$ cat config.mk
export PLATFORM = sky130hd
export DESIGN_NAME = sseg_scan_driver
export DESIGN_NICKNAME = d
export VERILOG_FILES = /design/src/rtl/sseg_scan_driver.sv
export SDC_FILE = /design/constraint.sdc
export NUM_CORES = 1
export LEC_CHECK = 0
export ABC_AREA = 0
export CORE_MARGIN = 10
export CORE_UTILIZATION = 40
export DETAILED_ROUTE_END_ITERATION = 7
export HOLD_SLACK_MARGIN = 0.1
export PLACE_DENSITY_LB_ADDON = 0.15
export SYNTH_ARGS = -nofsm -noshare
export SYNTH_HDL_FRONTEND = slang
export SYNTH_SLANG_ARGS = --single-unit
$ cat constraint.sdc
create_clock -name clk_i -period 4.1 [get_ports clk_i]
set_clock_uncertainty 0.15 [all_clocks]
set_input_delay 0.41 -clock clk_i [delete_from_list [all_inputs] [get_ports clk_i]]
set_output_delay 0.41 -clock clk_i [all_outputs]
set_load 0.01 [all_outputs]
$ cat src/rtl/sseg_scan_driver.sv
`default_nettype none
// +----------------------------------------------------------------------+
// | Module      : sseg_scan_driver                                       |
// | Description : Time-multiplexed seven-segment scanner. A divider sets |
// |               how long each digit is lit; new data is captured into  |
// |               a pending register and committed only at the frame     |
// |               boundary so a scan never shows mixed old/new digits.   |
// | Option      : define SSEG_LEADING_ZERO_BLANK_EN to blank leading     |
// |               zero digits (digit 0 is never blanked).                |
// | Revision    : 1.0 - initial release                                  |
// +----------------------------------------------------------------------+
module sseg_scan_driver #(
    parameter int NUM_DIGITS  = 4,
    parameter int REFRESH_DIV = 50000
) (
    input  logic                      clk_i,
    input  logic                      rst_ni,
    input  logic [4*NUM_DIGITS-1:0]   value_i,
    input  logic [NUM_DIGITS-1:0]     dp_i,
    input  logic                      load_i,
    output logic                      pending_o,
    output logic [6:0]                sseg_o,
    output logic                      dp_o,
    output logic [NUM_DIGITS-1:0]     an_o,
    output logic                      frame_o
);

    localparam int C_DIV_W = $clog2(REFRESH_DIV);
    localparam int C_IDX_W = (NUM_DIGITS > 1) ? $clog2(NUM_DIGITS) : 1;
    localparam logic [C_DIV_W-1:0] C_DIV_MAX = C_DIV_W'(REFRESH_DIV - 1);
    localparam logic [C_IDX_W-1:0] C_IDX_MAX = C_IDX_W'(NUM_DIGITS - 1);

    logic [C_DIV_W-1:0]        r_div;
    logic [C_IDX_W-1:0]        r_idx;
    logic [4*NUM_DIGITS-1:0]   r_disp_val;
    logic [NUM_DIGITS-1:0]     r_disp_dp;
    logic [4*NUM_DIGITS-1:0]   r_pend_val;
    logic [NUM_DIGITS-1:0]     r_pend_dp;
    logic                      r_pending;
    logic [6:0]                r_sseg;
    logic                      r_dp;
    logic [NUM_DIGITS-1:0]     r_an;

    logic                      w_div_wrap;
    logic                      w_idx_last;
    logic                      w_frame;
    logic [3:0]                w_nib;
    logic                      w_dp_bit;
    logic [NUM_DIGITS-1:0]     w_an;
    logic [6:0]                w_seg;
    logic                      w_blank;

    assign w_div_wrap = (r_div == C_DIV_MAX);
    assign w_idx_last = (r_idx == C_IDX_MAX);
    assign w_frame    = w_div_wrap & w_idx_last;

    assign frame_o   = w_frame;
    assign pending_o = r_pending;
    assign sseg_o    = r_sseg;
    assign dp_o      = r_dp;
    assign an_o      = r_an;

    // Divider sets the dwell time per digit; the index steps on each wrap.
    always_ff @(posedge clk_i or negedge rst_ni) begin
        if (!rst_ni) begin
            r_div <= '0;
            r_idx <= '0;
        end else if (w_div_wrap) begin
            r_div <= '0;
            r_idx <= w_idx_last ? '0 : r_idx + 1'b1;
        end else begin
            r_div <= r_div + 1'b1;
        end
    end

    // Capture into pending; commit to the display register only at frame end.
    always_ff @(posedge clk_i or negedge rst_ni) begin
        if (!rst_ni) begin
            r_disp_val <= '0;
            r_disp_dp  <= '0;
            r_pend_val <= '0;
            r_pend_dp  <= '0;
            r_pending  <= 1'b0;
        end else if (w_frame) begin
            // A load landing on the boundary bypasses pending entirely.
            if (load_i) begin
                r_disp_val <= value_i;
                r_disp_dp  <= dp_i;
            end else if (r_pending) begin
                r_disp_val <= r_pend_val;
                r_disp_dp  <= r_pend_dp;
            end
            r_pending <= 1'b0;
        end else if (load_i) begin
            r_pend_val <= value_i;
            r_pend_dp  <= dp_i;
            r_pending  <= 1'b1;
        end
    end

    // Select the nibble, decimal point and anode for the current index.
    always_comb begin
        w_nib    = 4'h0;
        w_dp_bit = 1'b0;
        w_an     = '1;
        for (int i = 0; i < NUM_DIGITS; i++) begin
            if (r_idx == C_IDX_W'(i)) begin
                w_nib    = r_disp_val[i*4 +: 4];
                w_dp_bit = r_disp_dp[i];
                w_an[i]  = 1'b0;
            end
        end
    end

    // Hex to active-low gfedcba segment decode.
    always_comb begin
        w_seg = 7'b1111111;
        case (w_nib)
            4'h0: w_seg = 7'b1000000;
            4'h1: w_seg = 7'b1111001;
            4'h2: w_seg = 7'b0100100;
            4'h3: w_seg = 7'b0110000;
            4'h4: w_seg = 7'b0011001;
            4'h5: w_seg = 7'b0010010;
            4'h6: w_seg = 7'b0000010;
            4'h7: w_seg = 7'b1111000;
            4'h8: w_seg = 7'b0000000;
            4'h9: w_seg = 7'b0010000;
            4'hA: w_seg = 7'b0001000;
            4'hB: w_seg = 7'b0000011;
            4'hC: w_seg = 7'b1000110;
            4'hD: w_seg = 7'b0100001;
            4'hE: w_seg = 7'b0000110;
            4'hF: w_seg = 7'b0001110;
            default: w_seg = 7'b1111111;
        endcase
    end

`ifdef SSEG_LEADING_ZERO_BLANK_EN
    logic w_upper_zero;

    // Blank the current digit if it and every digit above it are zero.
    always_comb begin
        w_upper_zero = 1'b1;
        w_blank      = 1'b0;
        for (int i = NUM_DIGITS - 1; i >= 0; i--) begin
            w_upper_zero = w_upper_zero && (r_disp_val[i*4 +: 4] == 4'h0);
            if ((i != 0) && (r_idx == C_IDX_W'(i)) && w_upper_zero) begin
                w_blank = 1'b1;
            end
        end
    end
`else
    assign w_blank = 1'b0;
`endif

    // Register the drive pins so they change glitch-free one cycle after the index.
    always_ff @(posedge clk_i or negedge rst_ni) begin
        if (!rst_ni) begin
            r_sseg <= 7'b1111111;
            r_dp   <= 1'b1;
            r_an   <= '1;
        end else begin
            r_sseg <= w_blank ? 7'b1111111 : w_seg;
            r_dp   <= ~w_dp_bit;
            r_an   <= w_an;
        end
    end

endmodule
`default_nettype wire

[Yosys cells after proc, flatten, opt, wreduce, memory -nomap -nowiden]
Memory sizes are Yosys's and may differ from the RTL's. A register that Yosys moved wholly into a read port is not among the register bits.
Cells that the tools add are included.
Storage, ports and cells
  register bits: 64
  memory bits (read-only): 112
  input port bits: 23
  output and inout bits: 14
  logic and storage cells: 45
  memories: 1
Memory list
  (no name shown): depth 16, width 7, rd ports 1, clocked after Yosys merged registers in 1, wr ports 0, RTL line 118  | case (w_nib)
Operators by class
  $add $sub $neg: 2
  equal/unequal tests: 4
  muxes and demuxes: 20
  bitwise operators: 3
  reductions and logical operators: 6
Operators with widths (number)
  $mux W16: 3
  $mux W4: 6
  $add A16 B1 Y16 const B: 1
  $eq A16 B16 Y1 const B: 1
  $mux W1: 10
  $eq A2 B2 Y1 const B: 2
  $reduce_and A2 Y1: 2
  $reduce_bool A2 Y1: 2
  $add A2 B1 Y2 const B: 1
  $eq A2 B1 Y1 const B: 1
  $logic_not A2 Y1: 1
  $mux W2: 1
  $not A1 Y1: 2
  $and A1 B1 Y1: 1
  $logic_not A1 Y1: 1

[Longest topological paths before layout]
Gate-level depths: netlist of run 1.
  depth after elaboration: 6
  mapped depth: 9
  depth with buffers taken out: 9

[Least setup slack after synthesis of run 1]
No wires, ideal clock.
  kind: reg-to-reg
  start: register r_idx[1]
  end: register r_sseg[0], in the netlist sseg_o[0]
  arrival: 2.088 ns
  data required time: 3.867 ns
  path slack: 1.779 ns
  cell stages (with the launch flop): 10
  period minus slack after synthesis: 2.321 ns
  cells stage by stage: dfrtp_1 > inv_1 > ha_1 > nor2b_1 > a22o_1 > o221ai_1 > inv_1 > ha_1 > and3_1 > a221o_1
On the way
  cells in the longest elaborated chain, start to end: 5
  elaborated cells between the ends (all ways): 8
  those cells by class: eq/ne (3); mux (4); reduce/logical (1)
Ends and longest elaborated chain
  from (decl): RTL line 34  | logic [C_IDX_W-1:0] r_idx;
  from (signal assigned): RTL line 70  | r_idx <= w_idx_last ? '0 : r_idx + 1'b1;
  $logic_not A2 Y1: RTL line 107  | if (r_idx == C_IDX_W'(i)) begin
  $mux W4 (3 in a row): RTL line 107
  $mux W4 (*): RTL line 107
  to (decl): RTL line 40  | logic [6:0] r_sseg;
Every way passes the cells marked *; elsewhere a longest branch is shown, timed or not.
A chain may end at the register's enable or synchronous reset.

[Worst setup path after layout of run 1]
  start: register r_div[4]
  end: output port frame_o
On the way
  cells in the longest elaborated chain, start to end: 2
Ends and longest elaborated chain
  from (decl): RTL line 33  | logic [C_DIV_W-1:0] r_div;
  from (signal assigned): RTL line 72  | r_div <= r_div + 1'b1;
  $eq A16 B16 Y1: RTL line 53  | assign w_div_wrap = (r_div == C_DIV_MAX);
  $and A1 B1 Y1: RTL line 55  | assign w_frame = w_div_wrap & w_idx_last;
  to (decl): RTL line 25  | output logic frame_o
No other way between the ends.

==> metrics.md, run 1 <==
| Metric | Value |
|---|---|
| Sequential area share after synthesis | `roughly 54%` |
| Worst-Skew Late Latency | `~340 ps` |
| Largest net degree at the start of global routing | `43` |
| Rows | `33` |
| Post-synthesis async set-or-reset flop share | `between 90% and 100%` |
| Initial antenna violation count | `0` |
| Number of diodes | `0` |
| RSZ-0062 raised after global routing | `false` |
| Synth warn | `0` |
| Setup crit start kind | `flip-flop` |
| Syn avg cell area | `~12 µm²` |
| Placed cell count | `417` |
| Final Critical Period | `a little over 3000 ps` |
| TritonCTS Sinks | `between 70 and 80` |
| Syn nets | `roughly 320` |
| Most common cell in the netlist | `dfrtp_1` |
| Worst r2r src | `r_div[4]` |
| Cell taking the most area after synthesis | `dfrtp_1` |
| Synth top area cells | `dfrtp_1, dfstp_2, mux2i_1, mux2_1, ha_1` |
| Setup crit start | `r_div[4]` |
| Die height | `~110 µm` |
| Worst slew pin tran | `roughly 930 ps` |
| Final setup viols | `0` |
| GRT Overall Usage | `11.0%` |
| Worst-path maximum fanout | `12` |
| Setup TNS Final | `0 ps` |
| R2r setup slk | `~1400 ps` |
| Clk slew on worst S/H paths | `roughly 70 ps` |
| Leakage power | `approximately 1.8 nW` |
| Drc violations | `0` |
| ANT nets after route | `0` |
| DP HPWL | `4530 µm` |
| Number of global-route vias before repair | `~2300` |
| WHS Endpoint | `dp_o` |
| Outcome | `finished, final reports clean` |
| First-pass DRT Iterations | `4` |
| Die area | `around 12000 µm²` |
| R2R Path End | `r_pend_val[10]` |
| Area grow syn2layout | `23.1%` |
| Non-filler cells, final | `434` |
| First-pass GRT wire length | `around 11000 µm` |
| Final WS setup | `between 1000 and 1500 ps` |
| Final Hold Viols | `0` |
| Main flop type after synthesis | `dfrtp_1` |
| Core Region | `between 8000 and 9000 µm²` |
| Post-cts sizing count | `0` |
| VDD IR max | `0.209 mV` |
| GP Congestion | `0.759` |
| Iteration-0 DRC count of the detailed router | `95` |
| Clock Tree Buf Depth | `2` |
| Max Slew Vio Count | `0` |
| Layout cells sized above 1 | `11.9%` |
| Final nets | `358` |
| Crit path kind | `flip-flop to output pin` |
| Hold Crit Start | `r_disp_dp[3]` |
| Worst slew margin | `about two fifths` |
| CP endpoint kind | `output pin` |
| Clock Tree Root | `clkbuf_8` |
| Initial Util | `around two fifths` |
| FMAX | `around 330 MHz` |
| Top cell type's share of synthesized area | `around 45%` |
| Die W | `between 100 and 150 µm` |
| Worst min path class | `flip-flop to flip-flop` |
| # IOs | `37` |
| Vias | `between 2000 and 2500` |
| H-tree levels | `3` |
| Yosys cell types | `42` |
| Total Routed Length | `~6400 µm` |
| Max cap viols | `0` |
| R2R depth | `6` |
| WHS Path Cells | `1` |
| Post-route clock period utilization | `roughly three quarters` |
| Via density per instance | `approximately 5.0` |
| Syn Inst Count | `around 280` |
| Arr. time, crit path | `between 2000 and 3000 ps` |
| Port bufs | `36` |
| Post-synth EDFFs | `0` |
| DR WL/cell | `14.8 µm` |
| Synth cell count leaders | `dfrtp_1, mux2i_1, nand2_1` |
| WP data required | `around 3500 ps` |
| Synthesized area | `3310 µm²` |
| Yosys reg bits | `71` |
| Total gr overflow | `0` |
| CTS tree | `yes` |
| CTS Buf Count | `9` |
| DP Worst Slack | `1390 ps` |
| Cell Pwr Density | `397 nW/µm²` |
## flip-flops by register name, indices dropped and copies added (netlist names)
signal and count:
r_idx 2, r_div 16, sseg_o 7, pending_o 1, r_disp_dp 4, dp_o 1
r_disp_val 16, r_pend_val 16, r_pend_dp 4, an_o 4
## placed cells by master, fill, tap and decap left out, types with 6 or more instances in the layout
master           count
nand2_1             28
xnor2_1              8
nor2_1              12
dfstp_2             12
o21ai_1             20
inv_1               10
ha_1                11
mux2i_1             28
clkdlybuf4s50_1     35
clkbuf_8            10
dfrtp_1             59
mux2_1              20
nand3_1              8
xor2_1               6
## metrics by stage
stage | hold slack [ps] | utilization [%] | total power (W) | instance area [µm²]
after global placement | 279 | 46.4 | 0.000825 | 3770
after global routing | 336 | 50.1 | 0.00168 | 4070
after detailed placement | 288 | 46.4 | 0.000828 | 3770
after CTS | 302 | 50.1 | 0.00164 | 4070
final | 298 | 50.1 | 0.00162 | 4070
after floorplan | -35.6 | - | 0.000780 | 3310
## worst max path at each step
stage	end	slack [ps]	cells after the start
global placement	sseg_o[0]	1430	9
global route	frame_o	900	5
detailed placement	r_pend_val[10]	1390	6
finish	frame_o	1040	5
floorplan	sseg_o[0]	1780	9
CTS	frame_o	1010	5
## report_power, final
group	internal [W]	switching (W)	total (W)	leakage [nW]
combinational	0.0000431	0.0000396	0.0000827	0.760
sequential	0.000720	0.00000916	0.000729	0.884
clock	0.000543	0.000263	0.000806	0.146
total	0.00131	0.000312	0.00162	1.79
## worst max-delay path, stage by stage, from the launching register on
cell and delay [ps]:
dfrtp_1 420, or4b_4 570, nor4_4 220, buf_4 210, and2_1 190, clkdlybuf4s50_1 550
## kinds of logic (layout without fill, tap and decap cells)
| kind of cell | Yosys count | after routing | synth area share [%] |
|---|---|---|---|
| AO/OA/AOI/OAI | 42 | 42 | 7.67 |
| XOR/XNOR | 14 | 14 | 3.70 |
| adder cells (fa/ha/maj) | 11 | 11 | 4.16 |
| buffers and inverters | 22 | 68 | 3.06 |
| flip-flops | 71 | 71 | 54.1 |
| multiplexers | 48 | 48 | 15.3 |
| AND/OR/NAND/NOR | 75 | 75 | 12.0 |
## routing by layer
metal | GRT usage [%] | wire (µm) | vias to the layer above | share of wire [%]
met5 | 0 | 0 | - | 0
met4 | 4.77 | 86 | 0 | 1.3
met3 | 3.68 | 305 | 8 | 4.8
met2 | 16.0 | 2790 | 38 | 44
met1 | 14.4 | 3230 | 1044 | 50
li1 | - | - | 1068 | -
## area by class of cell
class	instances	area [µm²]
Clock buffer	10	138
Multi-Input combinational cell	190	1420
Clock inverter	6	155
Sequential cell	71	1790
Tap cell	105	131
Timing Repair Buffer	42	403
Inverter	10	37.5
Fill cell	730	4060
## timing repair
item	CTS	global route
buffers inserted	0	0
setup endpoints to repair	0	0
hold buffers	1	0
endpoints found under the hold margin	31	0
No activity file was read; power rests on OpenSTA's default activity.
==> inputs of run 2 (changes only) <==
clock period = 2.7 ns   (was 4.1 ns; I/O delays follow)
==> run 2 against run 1 <==
  * First-iteration DRC count is 32% lower
  * Via count is 0.88% lower
  * Critical endpoint unchanged
  * Die area stayed put
  * Global-route usage is 0.18 points higher
  * Core utilization is 0.11 points lower
  * Clock-buffer cell count is 2 higher
  * Final area is 0.22% lower
  * Register-to-register slack worse by 1100 ps
  * Final cell count is 0.69% higher
  * Largest power group is now sequential cells
  * Non-clock buffer count is 4 higher
==> metrics.md, run 2 (same netlist as run 1, synthesis figures left out) <==
| Metric | Value |
|---|---|
| Setup crit start kind | `flip-flop` |
| Psw | `~0.00044 W` |
| Crit path kind | `flip-flop to output pin` |
| FMAX | `between 400 and 500 MHz` |
| Outcome | `finished, final reports clean` |
| Final setup viols | `0` |
| Core Region | `8130 µm²` |
| Clk slew on worst S/H paths | `around 70 ps` |
| H-tree levels | `3` |
| First-pass DRT Iterations | `4` |
| Gate power share | `around 6%` |
| Worst min path class | `flip-flop to flip-flop` |
| Via density per instance | `4.89` |
| Max Slew Vio Count | `0` |
| Post CTS Setup Buffer Count | `0` |
| Setup TNS Final | `0 ps` |
| TritonCTS Sinks | `just over 70` |
| # IOs | `37` |
| Final Hold Viols | `0` |
| GRT Overall Usage | `approximately 11%` |
| CTS tree | `yes` |
| Most frequent cells in the layout | `dfrtp_1, clkdlybuf4s50_1, nand2_1, mux2i_1` |
| Max cap viols | `0` |
| DP HPWL | `about 4700 µm` |
| Clock Tree Buf Depth | `2` |
| RSZ-0062 raised after global routing | `false` |
| Vias | `2139` |
| Placed cell count | `about 420` |
| VDD IR max | `0.267 mV` |
| Hold Crit Start | `r_disp_dp[3]` |
| Layout cells sized above 1 | `between 10% and 20%` |
| Sw frac | `roughly a fifth` |
| Setup crit start | `r_div[4]` |
| Final Critical Period | `2450 ps` |
| ANT nets after route | `0` |
| Biggest regs | `r_disp_val: 16 flops, r_div: 16 flops, r_pend_val: 16 flops` |
| Post-route clock period utilization | `90.9%` |
| Number of global-route vias before repair | `approximately 2300` |
| Total Routed Length | `approximately 6500 µm` |
| Arr. time, crit path | `2030 ps` |
| CP endpoint kind | `output pin` |
| Die W | `111 µm` |
| Initial Util | `approximately two fifths` |
| Rows | `33` |
| Pint | `0.00175 W` |
| Worst-Skew Late Latency | `between 300 and 400 ps` |
| Clock Power Share | `a little over two fifths` |
| Worst r2r src | `r_div[4]` |
| Area grow syn2layout | `22.8%` |
| Largest net degree at the start of global routing | `48` |
| Worst-path maximum fanout | `4` |
| Clock Tree Root | `clkbuf_8` |
| CTS Buf Count | `9` |
| Die area | `~12000 µm²` |
| Worst slew margin | `57.6%` |
| Most common cell after layout, fill and taps aside | `dfrtp_1` |
| Total gr overflow | `0` |
| Port bufs | `36` |
| Number of diodes | `0` |
| Die height | `around 110 µm` |
| WP data required | `around 2300 ps` |
| Initial antenna violation count | `0` |
| First-pass GRT wire length | `between 10000 and 15000 µm` |
| GP Congestion | `~0.80` |
| DR WL/cell | `between 10 and 15 µm` |
| Drc violations | `0` |
| Cell Pwr Density | `~540 nW/µm²` |
| Worst slew pin tran | `between 600 and 700 ps` |
| Leakage power | `~1.8 nW` |
| Non-filler cells, final | `roughly 440` |
| Final nets | `362` |
| Iteration-0 DRC count of the detailed router | `65` |
| Seq pwr share | `roughly 50%` |
run 2: area by class of cell:
cell class                      instances  area (µm²)
Inverter                               10        37.5
Timing Repair Buffer                   46         457
Multi-Input combinational cell        190        1420
Tap cell                              105         131
Fill cell                             740        4070
Sequential cell                        71        1790
Clock buffer                           12         165
Clock inverter                          3        65.1
run 2: repair_timing:
action | in CTS | in global routing
hold buffers | 1 | 0
endpoints found under the setup margin | 1 | 0
gates resized for setup | 1 | 0
endpoints found under the hold margin | 12 | 0
run 2: path summary, 6_finish.rpt:
kind	cells past startpoint	endpoint	slack, ps
worst min-delay path	1	dp_o	300
worst max register to register	6	r_disp_val[9]	300
min in group asynchronous	2	r_pend_val[5]	310
worst min register to register	1	dp_o	300
worst max-delay path	4	frame_o	250
max in group asynchronous	3	r_disp_val[11]	1440
run 2: power by group through the flow:
stage	combinational (W)	clock, W	sequential [W]
floorplan	0.0000608	0	0.00112
detailed placement	0.000134	0	0.00113
global placement	0.000133	0	0.00113
CTS	0.000136	0.000986	0.00111
global route	0.000147	0.00105	0.00111
finish	0.000131	0.000955	0.00111
run 2: critical path, cell delays in order (launching register included):
cell and delay [ps]:
dfrtp_1 410, or4b_4 560, nor4_4 240, and2_1 200, dlygate4sd2_1 280
run 2: routing by layer:
metal / share of wire (%) / wire length [µm] / global-route usage, % / vias to the layer above
met5: 0 / 0 / 0 / -
met4: 1.5 / 100 / 4.43 / 0
met1: 53 / 3420 / 15.1 / 1014
met2: 41 / 2690 / 15.9 / 37
li1: - / - / - / 1079
met3: 4.4 / 288 / 3.52 / 9
run 2: metrics by stage:
step	total power (W)	hold WS, ps	setup WS [ps]	cell area (µm²)	utilization (%)
finish	0.00219	304	246	4070	50.0
floorplan	0.00118	-176	379	3310	-
detailed placement	0.00126	158	308	3830	47.0
global placement	0.00126	169	340	3830	47.0
CTS	0.00223	311	216	4070	50.0
global route	0.00230	338	116	4070	50.0
==> inputs of run 3 (changes only) <==
PLACE_DENSITY = 0.65   (was not set)
PLACE_DENSITY_LB_ADDON = not set   (was 0.15)
SLEW_MARGIN = 10   (was not set)
==> run 3 against run 2 <==
  * Final area down 0.52%
  * Highest routed layer unchanged
  * Sequential power hardly changed
  * Non-clock buffer count grew 1
  * Via count decreased by 0.42%
  * Clock-buffer cell count grew 1
  * Worst setup slack got worse by 39 ps
  * Power is 4.4% lower
  * First-iteration DRC count is 60% higher
  * Hold slack lost 16 ps
  * Global-route usage shrank 0.62 points
  * Largest cell class unchanged
  * Die area stayed put
==> metrics.md, run 3 (same netlist as run 1, synthesis figures left out) <==
| Metric | Value |
|---|---|
| Total gr overflow | `0` |
| VDD IR max | `0.258 mV` |
| Worst slew pin tran | `between 300 and 400 ps` |
| Biggest regs | `r_disp_val: 16 flops, r_div: 16 flops, r_pend_val: 16 flops` |
| Port bufs | `36` |
| CP endpoint kind | `output pin` |
| Clock Tree Buf Depth | `2` |
| WP data required | `~2300 ps` |
| Number of diodes | `0` |
| CTS Buf Count | `9` |
| Leakage power | `about 1.8 nW` |
| Worst-path maximum fanout | `4` |
| Post-route cell area | `around 4000 µm²` |
| Final Hold Viols | `0` |
| Setup crit start kind | `flip-flop` |
| Die W | `~110 µm` |
| Drc violations | `0` |
| Clock Tree Root | `clkbuf_8` |
| Placed inst area | `3830 µm²` |
| Iteration-0 DRC count of the detailed router | `~100` |
| Arr. time, crit path | `~2100 ps` |
| Core Region | `a little over 8000 µm²` |
| First-pass DRT Iterations | `4` |
| Area grow syn2layout | `22.1%` |
| Vias | `2130` |
| FMAX | `401 MHz` |
| RSZ-0062 raised after global routing | `false` |
| Max cap viols | `0` |
| Most common cell after layout, fill and taps aside | `dfrtp_1` |
| Die height | `around 110 µm` |
| Worst slew margin | `approximately three quarters` |
| Initial antenna violation count | `0` |
| Non-filler cells, final | `~440` |
| Final Critical Period | `~2500 ps` |
| Die area | `~12000 µm²` |
| Cell Pwr Density | `roughly 520 nW/µm²` |
| Clk slew on worst S/H paths | `80 ps` |
| Total Routed Length | `~6200 µm` |
| CTS tree | `yes` |
| Number of global-route vias before repair | `2252` |
| # fillers | `a little under 800` |
| Placed cell count | `approximately 420` |
| Max Slew Vio Count | `0` |
| GP Congestion | `0.756` |
| Worst min path class | `flip-flop to flip-flop` |
| GRT Overall Usage | `10.5%` |
| First-pass GRT wire length | `about 11000 µm` |
| Layout cells sized above 1 | `about an eighth` |
| Rows | `33` |
| Final nets | `between 300 and 400` |
| Setup TNS Final | `0 ps` |
| DP Worst Slack | `between 200 and 300 ps` |
| ANT nets after route | `0` |
| DR WL/cell | `14.0 µm` |
| Crit path kind | `flip-flop to output pin` |
| Initial Util | `approximately 41%` |
| Final WS setup | `approximately 210 ps` |
| Worst-Skew Late Latency | `approximately 340 ps` |
| H-tree levels | `3` |
| Most frequent cells in the layout | `dfrtp_1, clkdlybuf4s50_1, nand2_1, mux2i_1` |
| Largest net degree at the start of global routing | `just over 70` |
| Post-route clock period utilization | `between 90% and 100%` |
| TritonCTS Sinks | `slightly above 70` |
| Outcome | `finished, final reports clean` |
| DP HPWL | `4450 µm` |
| # IOs | `37` |
| Post CTS Setup Buffer Count | `0` |
| Via density per instance | `about 4.9` |
| Final setup viols | `0` |
[run 3: per-stage QoR]
step	utilization, %	power [W]	hold WS (ps)
2_1_floorplan	-	0.00118	-176
3_3_place_gp	47.1	0.00126	175
3_5_place_dp	47.1	0.00126	174
4_1_cts	49.7	0.00213	297
5_1_grt	49.7	0.00219	334
6_report	49.7	0.00210	288
[run 3: final timing paths]
check | to | slack [ps] | depth (start not counted) | start
hold / removal | dp_o | 290 | 1 | r_disp_dp[3]
setup reg to reg | sseg_o[0] | 320 | 9 | r_idx[1]
max in group asynchronous | sseg_o[3] | 1720 | 3 | rst_ni
hold reg to reg | dp_o | 290 | 1 | r_disp_dp[3]
setup / recovery | frame_o | 210 | 4 | r_div[4]
min in group asynchronous | r_div[10] | 330 | 3 | rst_ni
[run 3: worst max-delay path, stage by stage (launching register included)]
cell and delay [ps]:
dfrtp_1 420, or4b_4 570, nor4_4 240, and2_1 200, dlygate4sd2_1 300
[run 3: layout make-up]
| class | instances | area, µm² | share of cell area, % |
|---|---|---|---|
| Multi-Input combinational cell | 190 | 1420 | 35.1 |
| Timing Repair Buffer | 47 | 464 | 11.5 |
| Inverter | 10 | 37.5 | 0.928 |
| Clock buffer | 13 | 159 | 3.93 |
| Clock inverter | 3 | 42.5 | 1.05 |
| Sequential cell | 71 | 1790 | 44.3 |
| Tap cell | 105 | 131 | 3.25 |
[run 3: what timing repair did]
action | 4_1_cts | 5_1_grt
resized for setup | 1 | 0
endpoints found under the hold margin | 59 | 0
hold buffers | 1 | 0
endpoints found under the setup margin | 1 | 0
[run 3: metal layers]
layer	GRT usage [%]	share of wire [%]	vias to the layer above
met5	0	0	-
met3	2.81	3.9	9
li1	-	-	1087
met2	16.0	45	31
met1	13.4	49	1003
met4	5.21	1.9	0
[run 3: report_power, final]
| group | switching, W | internal, W | leakage [nW] | total [W] |
|---|---|---|---|---|
| sequential | 0.0000131 | 0.00109 | 0.884 | 0.00111 |
| combinational | 0.0000585 | 0.0000705 | 0.797 | 0.000129 |
| clock | 0.000386 | 0.000477 | 0.0996 | 0.000863 |
| total | 0.000457 | 0.00164 | 1.78 | 0.00210 |
